### src/rtl/disp_scan_pkg.sv
// disp_pkg: shared constants and types for the display scanner.
package disp_pkg;
  localparam int N_DIG_DEF = 4;
  localparam logic [31:0] AN_OFF = '1;
  typedef logic [3:0] bcd_t;
  function automatic int width_of(input int n);
    return n > 1 ? $clog2(n) : 1;
  endfunction
endpackage

### src/rtl/disp_scan_if.sv
// disp_scan_if: digit/dot/blanking inputs and decoder/anode outputs of the scanner.
interface disp_scan_if #(parameter int N_DIG = disp_pkg::N_DIG_DEF);
  logic [4*N_DIG-1:0] digits;
  logic [N_DIG-1:0] dot_mask;
  logic blank_lz;
  disp_pkg::bcd_t digit;
  logic dot;
  logic [N_DIG-1:0] an;
  modport master(output digits, dot_mask, blank_lz, input digit, dot, an);
  modport slave(input digits, dot_mask, blank_lz, output digit, dot, an);
endinterface

### src/rtl/disp_scan_slot_timer.sv
// slot_timer: mod-DIV slot counter with digit index; pulses mark the last cycle before a new slot/frame.
module slot_timer import disp_pkg::*; #(
  parameter int DIV = 50000,
  parameter int N_DIG = N_DIG_DEF
)(
  input logic clk,
  input logic rst,
  output logic [width_of(DIV)-1:0] cnt,
  output logic [width_of(N_DIG)-1:0] idx,
  output logic slot_start,
  output logic frame_start
);
  localparam int CW = width_of(DIV);
  localparam int IW = width_of(N_DIG);
  assign slot_start = cnt == CW'(DIV - 1);
  assign frame_start = slot_start && idx == IW'(N_DIG - 1);
  always_ff @(posedge clk)
    if (rst) begin
      cnt <= '0;
      idx <= '0;
    end else if (slot_start) begin
      cnt <= '0;
      idx <= frame_start ? '0 : idx + 1'b1;
    end else
      cnt <= cnt + 1'b1;
endmodule

### src/rtl/disp_scan.sv
// disp_scan: time-multiplexed 7-segment scanner with frame snapshot, anti-ghost gap and leading-zero blanking.
module disp_scan import disp_pkg::*; #(
  parameter int N_DIG = N_DIG_DEF,
  parameter int DIV = 50000,
  parameter int GAP = 500
)(
  input logic clk,
  input logic rst,
  disp_scan_if.slave bus
);
  localparam int CW = width_of(DIV);
  localparam int IW = width_of(N_DIG);
  logic [CW-1:0] cnt;
  logic [IW-1:0] idx, idx_n;
  logic slot_start, frame_start, live, load, on_next, lead, sh_blz, src_blz;
  logic [4*N_DIG-1:0] sh_digits, src_digits;
  logic [N_DIG-1:0] sh_dots, src_dots, blank, an_next;
  slot_timer #(.DIV(DIV), .N_DIG(N_DIG)) u_timer (
    .clk(clk), .rst(rst), .cnt(cnt), .idx(idx),
    .slot_start(slot_start), .frame_start(frame_start)
  );
  // Outputs are computed for the state after the coming edge; on a snapshot
  // edge the live inputs stand in for the shadow being loaded on that edge.
  always_comb begin
    load = frame_start || !live;
    src_digits = load ? bus.digits : sh_digits;
    src_dots = load ? bus.dot_mask : sh_dots;
    src_blz = load ? bus.blank_lz : sh_blz;
    idx_n = slot_start ? (frame_start ? '0 : idx + 1'b1) : idx;
    on_next = slot_start ? GAP == 0 : int'(cnt) + 1 >= GAP;
    blank = '0;
    lead = src_blz;
    for (int k = N_DIG - 1; k >= 1; k--) begin
      lead = lead && src_digits[4*k +: 4] == 4'd0 && !src_dots[k];
      blank[k] = lead;
    end
    an_next = AN_OFF[N_DIG-1:0];
    if (on_next && !blank[idx_n]) an_next[idx_n] = 1'b0;
  end
  always_ff @(posedge clk)
    if (rst) begin
      live <= 1'b0;
      sh_digits <= '0;
      sh_dots <= '0;
      sh_blz <= 1'b0;
      bus.an <= AN_OFF[N_DIG-1:0];
      bus.digit <= '0;
      bus.dot <= 1'b0;
    end else begin
      live <= 1'b1;
      if (load) begin
        sh_digits <= bus.digits;
        sh_dots <= bus.dot_mask;
        sh_blz <= bus.blank_lz;
      end
      bus.an <= an_next;
      bus.digit <= src_digits[4*idx_n +: 4];
      bus.dot <= src_dots[idx_n];
    end
endmodule

### src/flat_wrapper.sv
// flat-port wrapper written by rule: the top's interface ports become plain ports
module disp_scan_flat import disp_pkg::*;
#(
  parameter int N_DIG = N_DIG_DEF,
  parameter int DIV = 50000,
  parameter int GAP = 500
)
  (clk, rst, bus_digits, bus_dot_mask, bus_blank_lz, bus_digit, bus_dot, bus_an);
  disp_scan_if #(.N_DIG(N_DIG)) bus_i ();
  input logic clk;
  input logic rst;
  input wire logic [$bits(bus_i.digits)-1:0] bus_digits;
  input wire logic [$bits(bus_i.dot_mask)-1:0] bus_dot_mask;
  input wire logic [$bits(bus_i.blank_lz)-1:0] bus_blank_lz;
  output wire logic [$bits(bus_i.digit)-1:0] bus_digit;
  output wire logic [$bits(bus_i.dot)-1:0] bus_dot;
  output wire logic [$bits(bus_i.an)-1:0] bus_an;
  assign bus_i.digits = bus_digits;
  assign bus_i.dot_mask = bus_dot_mask;
  assign bus_i.blank_lz = bus_blank_lz;
  assign bus_digit = bus_i.digit;
  assign bus_dot = bus_i.dot;
  assign bus_an = bus_i.an;
  disp_scan #(.N_DIG(N_DIG), .DIV(DIV), .GAP(GAP)) u_core (.clk(clk), .rst(rst), .bus(bus_i));
endmodule
### config.mk
export PLATFORM = sky130hd
export DESIGN_NAME = disp_scan_flat
export DESIGN_NICKNAME = d
export VERILOG_FILES = /design/src/rtl/disp_scan_pkg.sv /design/src/rtl/disp_scan_if.sv /design/src/rtl/disp_scan_slot_timer.sv /design/src/rtl/disp_scan.sv /design/src/flat_wrapper.sv
export SDC_FILE = /design/constraint.sdc
export NUM_CORES = 1
export LEC_CHECK = 0
export CORE_MARGIN = 10
export CORE_UTILIZATION = 50
export CTS_CLUSTER_SIZE = 16
export DETAILED_ROUTE_END_ITERATION = 8
export HOLD_SLACK_MARGIN = 0.12
export PLACE_DENSITY = 0.86
export SLEW_MARGIN = 10
export SYNTH_ARGS = -nofsm -noshare
export SYNTH_HDL_FRONTEND = slang
export SYNTH_SLANG_ARGS = --single-unit
export TNS_END_PERCENT = 100
### constraint.sdc
create_clock -name clk -period 2 [get_ports clk]
set_input_delay 0.2 -clock clk [delete_from_list [all_inputs] [get_ports clk]]
set_output_delay 0.2 -clock clk [all_outputs]
set_load 0.005 [all_outputs]
==> flow_summary.yaml <==
outcome:
  outcome: "finished with violations"
  violations_in_the_final_reports: "negative setup slack"
floorplan:
  io-pin-count: 32
  floorplan.rows: 26
  fp.coreArea_sq_um: 5075
  die_width_microns: 92.03
  floorplan.die_area_sq_um: 8469
  floorplan.initialDensity: 0.5111
  die_h_microns: 92.03
setup_path:
  end_kind: "register"
  critPathBufInv: 1
  critPathMaxFanout: 12
  worst_path_max_delay_cell: "sky130_fd_sc_hd__dfxtp_4"
  crit_required_ns: 2.19
  critical_path_cell_sequence: "nor4b_4, and4_4, mux2i_4, buf_12, and2b_1, a211oi_2, o32ai_2"
  critical_path.startpoint_type: "register"
  worst_path_dominant_cell_family: "simple AND/OR/NAND/NOR gates"
  timing_worst_setup_path_type: "register to register"
  cp_data_arrival_time_ns: 2.25
  critical-path-max-stage-delay_ns: 0.36
grt:
  grt.total_usage: 0.1702
  initial_antenna_violation_count: 0
  grt_pass1_wl_microns: 12020
  globalRouteMet2Util: 0.2941
  grt-ovfl-total: 0
  grtUsageMet1: 0.2048
  use_met3: 0.04075
  pin_count_of_the_biggest_net_entering_global_routing: 24
  first_global_vias: 2505
  gr-max-usage-layer: "met2"
logic_synthesis:
  synth-compound-area-share: 0.1341
  cell_with_the_most_instances_after_synthesis: "sky130_fd_sc_hd__nand2_1"
  syn_nets: 324
  synth.cell_area_sq_um: 2594
  post-synth-top-area-cell: "sky130_fd_sc_hd__dfxtp_1"
  number_of_enable_flip_flop_cells_after_synthesis: 0
  synth.avg_cell_area_sq_um: 8.704
  synth_sequential_area_ratio: 0.3782
  synth_top_family_by_area: "simple AND/OR/NAND/NOR gates"
  asyncSetResetFlopFracSynth: 0
  post-synth-top-area-fraction: 0.3782
  postSynthRegisterBits: 49
  synth-adder-area-share: 0.01447
  yosysWarnings: 0
  yosys-top-cells-area: "sky130_fd_sc_hd__dfxtp_1 38%, sky130_fd_sc_hd__nand2_1 7.4%, sky130_fd_sc_hd__mux2i_1 5.8%, sky130_fd_sc_hd__a21oi_1 3.9%, sky130_fd_sc_hd__nor2_1 3.6%"
  synth_cell_type_count: 57
  synth_xor_xnor_area_share: 0.05065
  post_synthesis_mux_area_share: 0.09696
  post_synth_most_frequent_cells: "51 x sky130_fd_sc_hd__nand2_1, 49 x sky130_fd_sc_hd__dfxtp_1, 25 x sky130_fd_sc_hd__nor2_1, 20 x sky130_fd_sc_hd__a21oi_1, 15 x sky130_fd_sc_hd__mux2i_1"
  most_used_dff_post_synth: "sky130_fd_sc_hd__dfxtp_1"
  syn_inst: 298
  synth-simple-area-share: 0.2764
run:
  max_capacitance_violation_total: 0
pwr:
  total_power_w: 0.001851
  vdd.ir_drop.worst_mv: 0.4024
  leak_nw: 1.395
  cellPowerDensity_nw_per_um2: 526.6
layout:
  num_antenna_cells: 0
  final_cell_count_without_fillers: 435
  utilization_after_layout: 0.6926
  syn_to_final_growth_pct: 35.50
  layout-drive-gt1-share: 0.2822
  finish.net_count: 391
sta:
  fmax_achieved_mhz: 487.0
  final_critical_path_setup_slack_ns: -0.05338
  final_period_minus_worst_setup_slack_ns: 2.053
  final_sum_of_negative_setup_slack_ns: -0.1324
  rsz0062_at_grt: "true"
  timing.final.hold_violations: 0
  worst_slew_margin_rel: 0.7406
  worst_hold_slack_ns: 0.4624
  period_share: 1.027
  skew_ns: 0.009865
  slew_viol_final: 0
  worst_slew_pin_slew_ns: 0.3865
  setup_viol: 4
placement:
  post-dp-hpwl_microns: 5047
  input_output_buffers: 31
  place.gp.congestion: 0.9210
  placedCellCount: 422
clock_network:
  htree_num_levels: 2
  cts-buffers-inserted: 5
  cts_root_buf: "sky130_fd_sc_hd__clkbuf_8"
  clk_pin_slew_ns: 0.09
  clk_path_buf_depth: 2
  clock_sink_count: 49
  hold_buffers: 0
  clk-insertion-delay-late_ns: 0.30
  cts_tree: "yes"
detailed_routing:
  via_count: 2477
  drt-wirelength-per-cell_microns: 16.40
  detail_route.vias_per_cell: 5.694
  dr.pass1.iters: 4
  detail_route.wirelength_microns: 7136
  drt_iter0_markers: 220
  remaining_design_rule_violation_count: 0
  detail-route-antenna-nets: 0
hold_path:
  hold_path_class: "primary input to register"
-- routing by layer --
layer  part of all wire  wire, microns  up-vias
li1                   -              -     1201
met3              0.066            469        8
met5                  0              0        -
met1               0.42           3005     1176
met4              0.014             97        0
met2               0.50           3563       92
-- cells by family after synthesis --
kind of cell    count (synthesis)
fa+ha+maj                       3
buf+inv                        24
mux                            22
simple gates                  132
flops                          49
compound gates                 53
xor+xnor                       15
-- worst min-delay path, cell delays in order --
cell,delay [ns]
sky130_fd_sc_hd__clkdlybuf4s50_1,0.41
sky130_fd_sc_hd__nand2_1,0.06
sky130_fd_sc_hd__a21oi_1,0.05
-- repair_timing --
| action | CTS | global route |
|---|---|---|
| resized for setup | 20 | 13 |
| pin swaps | 5 | 9 |
| setup endpoints to repair | 8 | 9 |
| gates cloned | 1 | 0 |
| setup buffers | 4 | 2 |
-- final cells by class --
| cell class | instances | area [sq um] |
|---|---|---|
| clock inverter | 1 | 8.758 |
| clock buffer | 6 | 72.57 |
| inverter | 3 | 11.26 |
| fill | 389 | 1560 |
| multi-input combinational | 225 | 1619 |
| sequential | 49 | 1001 |
| timing repair buffer | 81 | 714.4 |
| tap | 70 | 87.58 |
-- sequential cells by signal, summed over array words and instances (netlist names) --
signal,count
u_core.bus.dot,1
u_core.sh_dots,4
u_core.sh_digits,16
u_core.sh_blz,1
u_core.live,1
u_core.bus.an,4
u_core.bus.digit,4
u_core.u_timer.idx,2
u_core.u_timer.cnt,16
-- placed cells by master, fill, tap and decap left out, types with 4 or more instances in the layout --
cell type,count
sky130_fd_sc_hd__xnor2_1,8
sky130_fd_sc_hd__mux2i_1,14
sky130_fd_sc_hd__a211oi_2,8
sky130_fd_sc_hd__nand4_1,4
sky130_fd_sc_hd__a21oi_1,20
sky130_fd_sc_hd__xor2_1,7
sky130_fd_sc_hd__nor2_1,25
sky130_fd_sc_hd__nand3_1,7
sky130_fd_sc_hd__nor3_1,6
sky130_fd_sc_hd__buf_4,47
sky130_fd_sc_hd__or4_1,4
sky130_fd_sc_hd__clkbuf_8,5
sky130_fd_sc_hd__nand2_1,50
sky130_fd_sc_hd__and2b_1,8
sky130_fd_sc_hd__clkdlybuf4s50_1,31
sky130_fd_sc_hd__dfxtp_2,7
sky130_fd_sc_hd__dfxtp_1,39
-- metrics by stage --
step / setup slack (ns) / instance area [sq um]
floorplan: -0.07486 / 2614
global placement: -0.05302 / 3242
detailed placement: -0.1153 / 3242
CTS: -0.01954 / 3471
global route: -0.1308 / 3515
finish: -0.05338 / 3515
-- final timing paths --
check / startpoint / slack, ns / depth (start not counted) / endpoint
max reg2reg: u_core.u_timer.cnt[4] / -0.05 / 7 / u_core.bus.dot
min: bus_blank_lz / 0.46 / 3 / u_core.sh_blz
min reg2reg: u_core.sh_dots[0] / 0.47 / 2 / u_core.sh_dots[0]
max: u_core.u_timer.cnt[4] / -0.05 / 7 / u_core.bus.dot
-- where the power goes --
part | switching (W) | internal (W) | leakage [nW] | total, W
clock network | 0.000321 | 0.000243 | 0.0412 | 0.000564
registers | 0.0000277 | 0.00101 | 0.407 | 0.00104
logic | 0.000114 | 0.000136 | 0.947 | 0.000250
total | 0.000463 | 0.00139 | 1.40 | 0.00185
Power figures use the tool's default switching activity.
